===== config.mk =====
export PLATFORM = sky130hd
export DESIGN_NAME = screen_ctl
export DESIGN_NICKNAME = d
export VERILOG_FILES = /design/src/rtl/screen_ctl_pkg.sv /design/src/rtl/screen_ctl_sec_timer.sv /design/src/rtl/screen_ctl.sv
export SDC_FILE = /design/constraint.sdc
export NUM_CORES = 1
export LEC_CHECK = 0
export BUFFER_PORTS_ARGS = -buffer_cell sky130_fd_sc_hd__buf_2
export CAP_MARGIN = 20
export CORE_MARGIN = 5
export CORE_UTILIZATION = 46
export CTS_CLUSTER_DIAMETER = 120
export DETAILED_ROUTE_END_ITERATION = 6
export GPL_TIMING_DRIVEN = 0
export MAX_ROUTING_LAYER = met4
export SYNTH_ARGS = -nofsm -noshare
export SYNTH_HDL_FRONTEND = slang
export SYNTH_SLANG_ARGS = --single-unit

===== constraint.sdc =====
create_clock -name clk -period 4.4 [get_ports clk]
set_clock_uncertainty 0.05 [all_clocks]
set_input_delay 0.88 -clock clk [delete_from_list [all_inputs] [get_ports clk]]
set_output_delay 0.88 -clock clk [all_outputs]
set_load 0.01 [all_outputs]

===== src/rtl/screen_ctl_pkg.sv =====
// ---------------------------------------------------------------------------
// screen_ctl_pkg
// Shared definitions for the memory-game screen sequencer.
//   SCREEN_MENU/GAME/END : codes driven on the screen output
//   SEC_W                : width of the elapsed-seconds counter
//   state_e              : sequencer state, encoded as the screen code
// ---------------------------------------------------------------------------
package screen_ctl_pkg;

  localparam logic [1:0] SCREEN_MENU = 2'd0;
  localparam logic [1:0] SCREEN_GAME = 2'd1;
  localparam logic [1:0] SCREEN_END  = 2'd2;

  localparam int SEC_W = 10;

  // The state encoding is the screen code itself, so screen needs no decode.
  typedef enum logic [1:0] {
    ST_MENU = SCREEN_MENU,
    ST_GAME = SCREEN_GAME,
    ST_END  = SCREEN_END
  } state_e;

endpackage


===== src/rtl/screen_ctl_sec_timer.sv =====
// ---------------------------------------------------------------------------
// sec_timer
// Seconds counter for the in-game score overlay.
//   clk          : clock
//   rst          : synchronous active-high reset
//   run          : count while high, freeze while low
//   clear        : zero prescaler and seconds (wins over run)
//   elapsed_sec  : whole seconds counted, saturating at MAX_SEC
// ---------------------------------------------------------------------------
module sec_timer
  import screen_ctl_pkg::*;
#(
  parameter int CLK_FREQ = 65_000_000,
  parameter int MAX_SEC  = 999
) (
  input  logic             clk,
  input  logic             rst,
  input  logic             run,
  input  logic             clear,
  output logic [SEC_W-1:0] elapsed_sec
);

  localparam int PW = (CLK_FREQ > 1) ? $clog2(CLK_FREQ) : 1;
  localparam logic [PW-1:0]    PRESC_LAST = PW'(CLK_FREQ - 1);
  localparam logic [SEC_W-1:0] SEC_LAST   = SEC_W'(MAX_SEC);

  logic [PW-1:0]    presc_q, presc_d;
  logic [SEC_W-1:0] sec_q,   sec_d;

  // Prescaler divides the clock down to one tick per second; the seconds
  // counter advances on that tick and sticks at its ceiling.
  always_comb begin
    presc_d = presc_q;
    sec_d   = sec_q;
    if (clear) begin
      presc_d = '0;
      sec_d   = '0;
    end else if (run) begin
      if (presc_q == PRESC_LAST) begin
        presc_d = '0;
        if (sec_q != SEC_LAST) begin
          sec_d = sec_q + SEC_W'(1);
        end
      end else begin
        presc_d = presc_q + PW'(1);
      end
    end
  end

  // Timer registers.
  always_ff @(posedge clk) begin
    if (rst) begin
      presc_q <= '0;
      sec_q   <= '0;
    end else begin
      presc_q <= presc_d;
      sec_q   <= sec_d;
    end
  end

  assign elapsed_sec = sec_q;

endmodule


===== src/rtl/screen_ctl.sv =====
// ---------------------------------------------------------------------------
// screen_ctl
// Screen sequencer for the memory game: MENU -> GAME -> END -> GAME ...
//   clk, rst       : clock, synchronous active-high reset
//   mouse_left     : synchronised left-button level
//   start_pressed  : strobe from the Start button
//   again_pressed  : strobe from the Play-again button
//   board_done     : all pairs matched
//   menu_enable    : enable for the Start button
//   board_enable   : enable for the card board
//   end_enable     : enable for the Play-again button
//   new_game       : one-cycle pulse, board reshuffles
//   screen         : current screen code
//   elapsed_sec    : seconds spent in GAME, saturating
// ---------------------------------------------------------------------------
module screen_ctl
  import screen_ctl_pkg::*;
#(
  parameter int CLK_FREQ       = 65_000_000,
  parameter int HOLDOFF_CYCLES = 1_000_000,
  parameter int MAX_SEC        = 999
) (
  input  logic             clk,
  input  logic             rst,
  input  logic             mouse_left,
  input  logic             start_pressed,
  input  logic             again_pressed,
  input  logic             board_done,
  output logic             menu_enable,
  output logic             board_enable,
  output logic             end_enable,
  output logic             new_game,
  output logic [1:0]       screen,
  output logic [SEC_W-1:0] elapsed_sec
);

  localparam int HW = (HOLDOFF_CYCLES > 0) ? $clog2(HOLDOFF_CYCLES + 1) : 1;
  localparam logic [HW-1:0] HOLD_LOAD = HW'(HOLDOFF_CYCLES);

  state_e        state_q, state_d;
  logic          armed_q, armed_d;
  logic [HW-1:0] hold_q,  hold_d;
  logic          new_game_q, new_game_d;
  logic          changing;

  // Next-state logic. Strobes only count when the screen is armed; in GAME
  // the board completion is checked alone, so it wins over any strobe.
  always_comb begin
    state_d    = state_q;
    new_game_d = 1'b0;
    case (state_q)
      ST_MENU: begin
        if (armed_q && start_pressed) begin
          state_d    = ST_GAME;
          new_game_d = 1'b1;
        end
      end
      ST_GAME: begin
        if (board_done) begin
          state_d = ST_END;
        end
      end
      ST_END: begin
        if (armed_q && again_pressed) begin
          state_d    = ST_GAME;
          new_game_d = 1'b1;
        end
      end
      default: state_d = ST_MENU;
    endcase
  end

  // Holdoff and arming. Every screen change disarms and restarts the holdoff,
  // and arming additionally waits for the mouse to be released, so the click
  // that caused a change can never fire a button on the new screen.
  always_comb begin
    changing = (state_d != state_q);
    hold_d   = hold_q;
    armed_d  = armed_q;
    if (changing) begin
      hold_d  = HOLD_LOAD;
      armed_d = 1'b0;
    end else begin
      if (hold_q != '0) begin
        hold_d = hold_q - HW'(1);
      end
      if ((hold_q == '0) && !mouse_left) begin
        armed_d = 1'b1;
      end
    end
  end

  // Sequencer registers.
  always_ff @(posedge clk) begin
    if (rst) begin
      state_q    <= ST_MENU;
      armed_q    <= 1'b0;
      hold_q     <= HOLD_LOAD;
      new_game_q <= 1'b0;
    end else begin
      state_q    <= state_d;
      armed_q    <= armed_d;
      hold_q     <= hold_d;
      new_game_q <= new_game_d;
    end
  end

  // The timer is cleared on the same edge that raises new_game, so the
  // overlay shows zero together with the pulse.
  sec_timer #(
    .CLK_FREQ (CLK_FREQ),
    .MAX_SEC  (MAX_SEC)
  ) u_sec_timer (
    .clk         (clk),
    .rst         (rst),
    .run         (state_q == ST_GAME),
    .clear       (new_game_d),
    .elapsed_sec (elapsed_sec)
  );

  // Outputs come only from registers.
  assign screen       = state_q;
  assign new_game     = new_game_q;
  assign menu_enable  = (state_q == ST_MENU) && armed_q;
  assign board_enable = (state_q == ST_GAME) && armed_q;
  assign end_enable   = (state_q == ST_END)  && armed_q;

endmodule


==> metrics.md, run 1 <==
| Metric | Value |
|---|---|
| Final ANT Viol Nets | 0 |
| Synthesized instance count | 327 |
| Clock transition at path regs | 70 ps |
| Vias per cell | 5.39 |
| Residual DRC count | 0 |
| Wirelength, routed | 5810 µm |
| M1 GR Usage | 0.228 |
| Crit. End Element | output pin |
| Initial drt markers | 109 |
| VDD IR max | 0.176 mV |
| GRT Total Usage | 0.169 |
| 1st-pass router iterations | 4 |
| Global-route wire length before repair | 10,200 µm |
| Area leader, netlist | dfxtp_1 |
| Starting density of the core | 0.480 |
| Yosys warnings | 0 |
| Yosys reg bits | 60 |
| CP Max Fanout | 8 |
| Placed inst area | 0.00308 mm² |
| Slew margin rel. | 0.433 |
| Grt met3 use | 0.0341 |
| Initial antenna violation count | 0 |
| Area grow syn2layout | 13.6% |
| Crit path required time | 3470 ps |
| Resize count post-CTS | 0 |
| Outcome | completed |
| CTS tree | done |
| Grt met2 use | 0.238 |
| RSZ-0062 raised after global routing | no |
| GRT overflow | 0 |
| Die Wd | 89.0 µm |
| Sequential share of the synthesized area | 0.418 |
| Setup Viol. Count Final | 0 |
| Period utilization | 0.559 |
| CTS buffer count | 9 |
| CP endpoint | board_enable |
| Area occupied by multi-input gates | 0.00161 mm² |
| Num Clock Sinks | 60 |
| Critical path class | flip-flop to output pin |
| Drt wl/cell | 13.2 µm |
| Seq. cell area | 0.00120 mm² |
| Fmax | 406 MHz |
| Pin count of the biggest net entering global routing | 11 |
| # H-tree levels | 3 |
| Busiest grt layer | met2 |
| Row count | 28 |
| Routed vias | 2,373 |
| Flop-to-flop setup slack | 2000 ps |
| Worst min path class | flip-flop to flip-flop |
| Startpoint Class | flip-flop |
| Full die area | 0.00793 mm² |
| Area share of the largest cell type after synthesis | 0.418 |
| Hold violation count in the final report | 0 |
| # IOs | 22 |
| Leakage | 1.19 nW |
| FILL cells | 571 |
| Share of cells above drive strength 1 | 0.159 |
| Reg2Reg Capture Point | hold_q[9]$_SDFFE_PP1P_ |
| Syn_area_per_cell | 8.79 µm² |
| GPL Wtd Cong | 0.813 |
| Clk Latency, worst-skew pair | 340 ps |
| Port Buffers | 21 |
| Final Max Slew Viols | 0 |
| Placed wire-length estimate | 4080 µm |
| Reg2reg start | screen[1]$_SDFF_PP0_ |
| Syn Std Cell Area | 0.00287 mm² |
| Min Tclk post-route | 2460 ps |
| Post-synth EDFFs | 0 |
| Ys flop type | dfxtp_1 |
| CTS Root Cell | clkbuf_8 |
| Setup_tns | 0 ps |
| Worst EP arrival | 1530 ps |
| Die height | 89.0 µm |
| Fin area | 0.00326 mm² |
| Total of max-cap violations | 0 |
| Post-synth ARST share | 0 |
| Yosys cell types | 49 |
| R2R depth | 7 |
| Worst-Margin Slew | 848 ps |
| Vias in the first global route | 2,213 |
| Antenna cell count | 0 |
| Setup Buffers After CTS | 0 |
| Synth Net Count | 337 |
| Longest Clk Path Bufs | 2 |
| Crit. Startpoint | screen[1]$_SDFF_PP0_ |
| Largest cells by area after synthesis | dfxtp_1, xor2_1, nor2_1 |
| Cell Pwr Density | 342 mW/mm² |
| Post-layout nets | 370 |
| Core area | 0.00599 mm² |
| Number of hold buffers added after cts | 0 |
[cell usage after synthesis, drive strengths merged, types with 5 or more instances]
| master | instances |
|---|---|
| dfxtp | 60 |
| nor2 | 50 |
| xor2 | 28 |
| nand2 | 19 |
| nand3 | 16 |
| a21oi | 15 |
| nand4 | 14 |
| o21ai | 10 |
| nor4 | 9 |
| xnor2 | 9 |
| nor3 | 8 |
| or3 | 8 |
| clkbuf | 7 |
| and3 | 6 |
| or4 | 6 |
| buf | 5 |
| nand2b | 5 |
| o31ai | 5 |
[per-stage QoR]
stage | hold WS, ps | std cells | util | power (mW) | setup slack [ps]
3_3_place_gp | 420 | 423 | 0.513 | 0.652 | 1670
2_1_floorplan | 402 | 327 | - | 0.635 | 2240
5_1_grt | 460 | 440 | 0.545 | 1.17 | 1740
4_1_cts | 444 | 440 | 0.545 | 1.13 | 1900
3_5_place_dp | 423 | 424 | 0.514 | 0.652 | 1670
6_report | 445 | 440 | 0.545 | 1.12 | 1940
[placed cells by master (no fill, tap or decap), types with 9 or more instances in the layout]
cell type	count
clkbuf_8	9
a21oi_1	15
o21ai_0	10
nor2_1	50
clkbuf_1	9
xnor2_1	9
nand2_1	19
xor2_1	28
buf_2	24
nand3_1	15
nand4_1	14
dfxtp_1	60
[worst min-delay path by stage]
stage                                             start                                   to  slack, ps  cells after the start
finish              u_sec_timer.presc_q[6]$_SDFFE_PP0N_  u_sec_timer.presc_q[6]$_SDFFE_PP0N_        450                      2
global route                    hold_q[14]$_SDFFE_PP1P_              hold_q[14]$_SDFFE_PP1P_        460                      2
CTS                 u_sec_timer.presc_q[6]$_SDFFE_PP0N_  u_sec_timer.presc_q[6]$_SDFFE_PP0N_        440                      2
detailed placement               hold_q[6]$_SDFFE_PP1P_               hold_q[6]$_SDFFE_PP1P_        420                      2
global placement                 hold_q[6]$_SDFFE_PP1P_               hold_q[6]$_SDFFE_PP1P_        420                      2
floorplan                        hold_q[6]$_SDFFE_PP1P_               hold_q[6]$_SDFFE_PP1P_        400                      2
[flip-flops by register name, summed over array words and instances, names as in the netlist]
register and count:
armed_q 1, hold_q 20, new_game 1, screen 2, u_sec_timer.elapsed_sec 10, u_sec_timer.presc_q 26
[area by class of cell]
cell class / count / share of cell area
buffer: 12 / 0.0161
clock buffer: 11 / 0.0402
clock inverter: 5 / 0.0161
inverter: 4 / 0.00460
multi-input combinational: 251 / 0.492
sequential: 60 / 0.368
tap: 75 / 0.0287
timing repair buffer: 22 / 0.0345
[report_power, final]
group	internal (mW)	total, mW	switching [mW]	leakage [nW]
clock network	0.259	0.476	0.217	0.0931
logic	0.0305	0.0695	0.0390	0.615
registers	0.557	0.571	0.0139	0.485
total	0.847	1.12	0.270	1.19
[metal layers]
metal	part of all wire	up-vias
li1	-	1226
met1	0.52	1106
met2	0.42	30
met3	0.041	11
met4	0.021	0
met5	0	-
[cell families after synthesis]
| group | count (synthesis) | synth area share |
|---|---|---|
| compound gates | 44 | 0.0958 |
| xor+xnor | 37 | 0.113 |
| fa+ha+maj | 4 | 0.0174 |
| buf+inv | 16 | 0.0235 |
| flops | 60 | 0.418 |
| mux | 4 | 0.0139 |
| simple gates | 162 | 0.319 |
[critical path: stages, from the launching register on]
cell and delay, ps:
dfxtp_1 300, clkbuf_1 180, nor2b_1 140, clkbuf_1 280, and2_1 170, buf_2 120
Note: power is estimated with default switching activity, not from simulation.
==> run 2, diff against run 1 <==
ABC_AREA = 1   (was not set)
clock period = 2.6 ns   (was 4.4 ns; I/O delays follow)
==> run 2 against run 1 <==
- hold slack worse by 68 ps
- final area up 11%
- clock-buffer cell count unchanged
- utilization down 1.5 points
- sequential power up 71%
- via count up 25%
- sequential share of layout area down 3.6 points
- global-route usage up 0.79 points
- largest power group unchanged
- highest routed layer unchanged
==> metrics.md, run 2 <==
| Metric | Value |
|---|---|
| Setup Buffers After CTS | 0 |
| Final Max Slew Viols | 0 |
| Critical path class | flip-flop to flip-flop |
| Post-synth ARST share | 0 |
| Setup Viol. Count Final | 0 |
| Most common cell after layout, fill and taps aside | nor2_1 |
| CTS Root Cell | clkbuf_8 |
| Worst path cell trace | inv_1 -> ha_1 -> nand3_1 -> nor2_1 -> nand2_1 -> nor2_1 -> nand2_1 -> nand2_1 -> o21ai_0 |
| Pin count of the biggest net entering global routing | 11 |
| Yosys cell types | 31 |
| Sequential share of the synthesized area | 0.371 |
| Flop-to-flop setup slack | 710 ps |
| Most used cell, CP | nand2_1 |
| Largest cells by area after synthesis | dfxtp_1, nor2_1, nand2_1 |
| Slew margin rel. | 0.716 |
| Global-route wire length before repair | 12,000 µm |
| VDD IR max | 0.270 mV |
| Placed cells | 609 |
| Sw Share | 0.265 |
| Outcome | completed |
| Row count | 30 |
| Area grow syn2layout | 11.8% |
| Reg power frac | 0.518 |
| Synthesized instance count | 492 |
| Ys flop type | dfxtp_1 |
| Min Tclk post-route | 1890 ps |
| Crit path required time | 2770 ps |
| Drt wl/cell | 11.0 µm |
| Slowest stage delay, CP | 330 ps |
| Leakage | 1.56 nW |
| Hold Slack | 378 ps |
| Area leader, netlist | dfxtp_1 |
| 1st-pass router iterations | 4 |
| Total of max-cap violations | 0 |
| Post-synth EDFFs | 0 |
| GRT Total Usage | 0.177 |
| Startpoint Class | flip-flop |
| GRT overflow | 0 |
| Number of hold buffers added after cts | 0 |
| Switching pwr | 0.500 mW |
| Most flop-heavy register | u_sec_timer.presc_q |
| Core area | 0.00683 mm² |
| Final ANT Viol Nets | 0 |
| Starting density of the core | 0.475 |
| GPL Wtd Cong | 0.891 |
| Wirelength, routed | 6870 µm |
| Post-synth top cells | nor2_1, nand2_1, dfxtp_1, inv_1, nand3_1 |
| # H-tree levels | 3 |
| Share of total power in the clock network | 0.378 |
| Port Buffers | 21 |
| Resize count post-CTS | 0 |
| Num Clock Sinks | 60 |
| Fin area | 0.00362 mm² |
| Hold violation count in the final report | 0 |
| Longest Clk Path Bufs | 2 |
| Syn Std Cell Area | 0.00324 mm² |
| Crit. End Element | flip-flop |
| Residual DRC count | 0 |
| Slowest cell on the critical path | dfxtp_1 |
| Setup WS post-layout | 706 ps |
| Combinational Power Share | 0.103 |
| Max FFs per register | 26 |
| Internal | 1.38 mW |
| Share of cells above drive strength 1 | 0.135 |
| Placed inst area | 0.00347 mm² |
| Worst EP arrival | 2060 ps |
| Worst-Margin Slew | 423 ps |
| Vias in the first global route | 2,681 |
| Initial drt markers | 150 |
| Cell Pwr Density | 520 mW/mm² |
| RSZ-0062 raised after global routing | no |
| PnR Total Power | 1.88 mW |
| # IOs | 22 |
| CTS buffer count | 9 |
| Worst min path class | input pin to flip-flop |
| Antenna cell count | 0 |
| CP Max Fanout | 7 |
| Routed vias | 2,969 |
| Final Instance Count excl. Fillers | 623 |
| Fmax | 528 MHz |
| Die Wd | 94.0 µm |
| Yosys reg bits | 60 |
| Clk Latency, worst-skew pair | 330 ps |
| Most frequent cells in the layout | nor2_1, nand2_1, dfxtp_1, inv_1, nand3_1 |
| Clock transition at path regs | 70 ps |
| Period utilization | 0.728 |
| Yosys warnings | 0 |
| Syn_area_per_cell | 6.59 µm² |
| Post-layout nets | 534 |
| CTS tree | done |
| Vias per cell | 4.77 |
| Placement Setup Slack | 756 ps |
| Initial antenna violation count | 0 |
| Count leader, synth | nor2_1 |
| Die height | 94.0 µm |
| Area share of the largest cell type after synthesis | 0.371 |
| Full die area | 0.00883 mm² |
| Setup_tns | 0 ps |
| Post-Route Utilization | 0.530 |
| Placed wire-length estimate | 5200 µm |
| Synth Net Count | 502 |
## run 2: final timing paths
| path | start | to | cells after the start |
|---|---|---|---|
| setup / recovery | hold_q[0]$_SDFFE_PP0P_ | hold_q[18]$_SDFFE_PP1P_ | 9 |
| hold / removal | rst | new_game$_SDFF_PP0_ | 2 |
| setup reg to reg | hold_q[0]$_SDFFE_PP0P_ | hold_q[18]$_SDFFE_PP1P_ | 9 |
| hold reg to reg | u_sec_timer.presc_q[8]$_SDFFE_PP0N_ | u_sec_timer.presc_q[8]$_SDFFE_PP0N_ | 2 |
## run 2: routing by layer
layer	up-vias	wire (µm)	GRT usage	part of all wire
met5	-	0	-	0
met3	8	343	0.0329	0.050
met4	0	94	0.0818	0.014
li1	1603	-	-	-
met2	65	2730	0.235	0.40
met1	1293	3700	0.256	0.54
## run 2: cells by family (layout without fill, tap and decap cells)
family	after synthesis	in the layout	synth area share
flops	60	60	0.371
fa+ha+maj	4	4	0.0154
compound gates	26	26	0.0425
buf+inv	63	98	0.0799
simple gates	321	321	0.443
xor+xnor	18	18	0.0486
## run 2: worst max-delay path, delay by kind of cell (launching register included)
| family | cells | cell delay, ps |
|---|---|---|
| DFF | 1 | 330 |
| buffers and inverters | 1 | 180 |
| AOI/OAI and AO/OA | 1 | 60 |
| and+or+nand+nor | 6 | 930 |
| adders and majority gates | 1 | 230 |
## run 2: layout make-up
| cell class | count | area, µm² |
|---|---|---|
| tap | 96 | 120 |
| buffer | 4 | 37.5 |
| clock inverter | 3 | 15.0 |
| fill | 719 | 3210 |
| sequential | 60 | 1200 |
| timing repair buffer | 21 | 105 |
| clock buffer | 11 | 141 |
| inverter | 59 | 221 |
| multi-input combinational | 369 | 1780 |
## run 2: power groups by stage
stage               combinational, mW  sequential (mW)  clock, mW
detailed placement              0.195            0.996          0
CTS                             0.196            0.976      0.740
finish                          0.195            0.977      0.713
floorplan                       0.159            0.991          0
global route                    0.226            0.981      0.774
global placement                0.192            0.997          0
==> run 3, diff against run 2 <==
clock period = 1.8 ns   (was 2.6 ns; I/O delays follow)
==> run 3 against run 2 <==
- power grew 45%
- critical path depth shrank 5
- hold slack lost 160 ps
- non-clock buffer count is the same
- setup slack lost 590 ps
- combinational power grew 53%
- sequential share of layout area shrank 0.20 points
- die area is the same
- first-iteration DRC count shrank 22%
- via count grew 0.13%
- final area grew 0.83%
- clock power grew 44%
==> metrics.md, run 3 (same netlist as run 2, synthesis figures left out) <==
| Metric | Value |
|---|---|
| VDD IR max | 0.391 mV |
| Final Max Slew Viols | 0 |
| Die height | 94.0 µm |
| Fmax | 592 MHz |
| Number of hold buffers added after cts | 0 |
| M1 GR Usage | 0.256 |
| Num Clock Sinks | 60 |
| Grt met2 use | 0.235 |
| Core area | 0.00683 mm² |
| Max FFs per register | 26 |
| GPL Wtd Cong | 0.891 |
| CTS Root Cell | clkbuf_8 |
| Setup Viol. Count Final | 0 |
| Most flop-heavy register | u_sec_timer.presc_q |
| Initial drt markers | 117 |
| # H-tree levels | 3 |
| WHS Path Cells | 2 |
| Grt met3 use | 0.0329 |
| Clk Latency, worst-skew pair | 330 ps |
| Placed wire-length estimate | 5200 µm |
| Post-Route Utilization | 0.535 |
| Worst-Margin Slew | 422 ps |
| Row count | 30 |
| Drt wl/cell | 11.1 µm |
| Crit. End Element | output pin |
| 1st-pass router iterations | 4 |
| Slowest cell on the critical path | dfxtp_1 |
| Busiest grt layer | met1 |
| Total of max-cap violations | 0 |
| Buf/Inv on CP | 2 |
| GRT overflow | 0 |
| Starting density of the core | 0.475 |
| Period utilization | 0.938 |
| Global-route wire length before repair | 12,000 µm |
| Residual DRC count | 0 |
| Reg2reg start | hold_q[0]$_SDFFE_PP0P_ |
| Critical path class | flip-flop to output pin |
| Worst path cell trace | inv_2 -> nand2_2 -> nor2_1 -> buf_2 |
| Initial antenna violation count | 0 |
| Setup Buffers After CTS | 0 |
| Die Wd | 94.0 µm |
| Slowest stage delay, CP | 490 ps |
| Most frequent cells in the layout | nor2_1, nand2_1, dfxtp_1, inv_1, nand3_1 |
| Startpoint Class | flip-flop |
| Outcome | completed |
| CTS tree | done |
| Post-layout nets | 534 |
| Port Buffers | 21 |
| Antenna cell count | 0 |
| Share of cells above drive strength 1 | 0.150 |
| Most common cell after layout, fill and taps aside | nor2_1 |
| RSZ-0062 raised after global routing | no |
| Pin count of the biggest net entering global routing | 11 |
| Full die area | 0.00883 mm² |
| Min Tclk post-route | 1690 ps |
| GRT Total Usage | 0.177 |
| Longest Clk Path Bufs | 2 |
| Slew margin rel. | 0.716 |
| Crit path required time | 1390 ps |
| CP Max Fanout | 8 |
| CP top delay family | flip-flops |
| Final ANT Viol Nets | 0 |
| Worst min path class | input pin to flip-flop |
| Cell Pwr Density | 749 mW/mm² |
| Worst hold path endpoint | screen[1]$_SDFF_PP0_ |
| R2R depth | 9 |
| Routed vias | 2,973 |
| # IOs | 22 |
| Worst EP arrival | 1280 ps |
| Hold Crit Start | rst |
| Area grow syn2layout | 12.7% |
| CTS buffer count | 9 |
| Reg2Reg Capture Point | hold_q[18]$_SDFFE_PP1P_ |
| PnR Total Power | 2.74 mW |
| Flop-to-flop setup slack | 140 ps |
| Clock transition at path regs | 60 ps |
| Wirelength, routed | 6920 µm |
| Leakage | 1.56 nW |
| Vias in the first global route | 2,681 |
| Hold violation count in the final report | 0 |
| Vias per cell | 4.77 |
-- run 3: cell counts in the layout (fill, tap and decap cells not counted) --
No cell type changed its count.
-- run 3: metrics by stage --
stage | worst slack [ps] | instances | area, µm² | hold slack [ps] | TNS, ps
2_1_floorplan | 250 | 492 | 3240 | 382 | 0
3_3_place_gp | -21.3 | 609 | 3470 | 406 | -21.3
3_5_place_dp | -44.1 | 609 | 3470 | 428 | -44.1
4_1_cts | 16.7 | 623 | 3630 | 199 | 0
5_1_grt | 13.9 | 623 | 3650 | 205 | 0
6_report | 112 | 623 | 3650 | 215 | 0
-- run 3: area by class of cell --
cell class	count	area, µm²
repair buffers	21	105
inverters	59	221
multi-input cells	369	1810
fillers	711	3180
clock inverters	3	15.0
well taps	96	120
plain buffers	4	37.5
clock buffers	11	141
flip-flops and latches	60	1200
-- run 3: report_power, final --
part | internal [mW] | switching, mW | leakage, nW
Clock | 0.515 | 0.512 | 0.0848
Sequential | 1.37 | 0.0385 | 0.486
Combinational | 0.116 | 0.183 | 0.985
Total | 2.00 | 0.733 | 1.56
-- run 3: worst reg2reg max path, stage by stage (launching register included) --
cell and delay (ps):
dfxtp_1 340, inv_2 120, ha_1 240, nand3_2 170
nor2_4 150, nand2_1 130, nor2_1 180, nand2_1 70
nand2_1 50, o21ai_0 60
-- run 3: what timing repair did --
item	CTS	global route
resized for setup	1	9
endpoints found under the hold margin	0	0
setup endpoints to repair	1	29
pin swaps	1	0
-- run 3: layer usage --
metal  vias up  routed length [µm]
met1      1294                3710
met5         -                   0
met2        67                2780
met3         8                 328
li1       1604                   -
met4         0                  94
-- run 3: worst max-delay path by stage --
stage / from / to / depth (start not counted)
after floorplan: hold_q[0]$_SDFFE_PP0P_ / hold_q[18]$_SDFFE_PP1P_ / 9
after global placement: hold_q[0]$_SDFFE_PP0P_ / hold_q[18]$_SDFFE_PP1P_ / 9
after detailed placement: hold_q[0]$_SDFFE_PP0P_ / hold_q[18]$_SDFFE_PP1P_ / 9
after CTS: hold_q[0]$_SDFFE_PP0P_ / hold_q[18]$_SDFFE_PP1P_ / 9
after global routing: hold_q[0]$_SDFFE_PP0P_ / hold_q[18]$_SDFFE_PP1P_ / 9
final: screen[1]$_SDFF_PP0_ / board_enable / 4
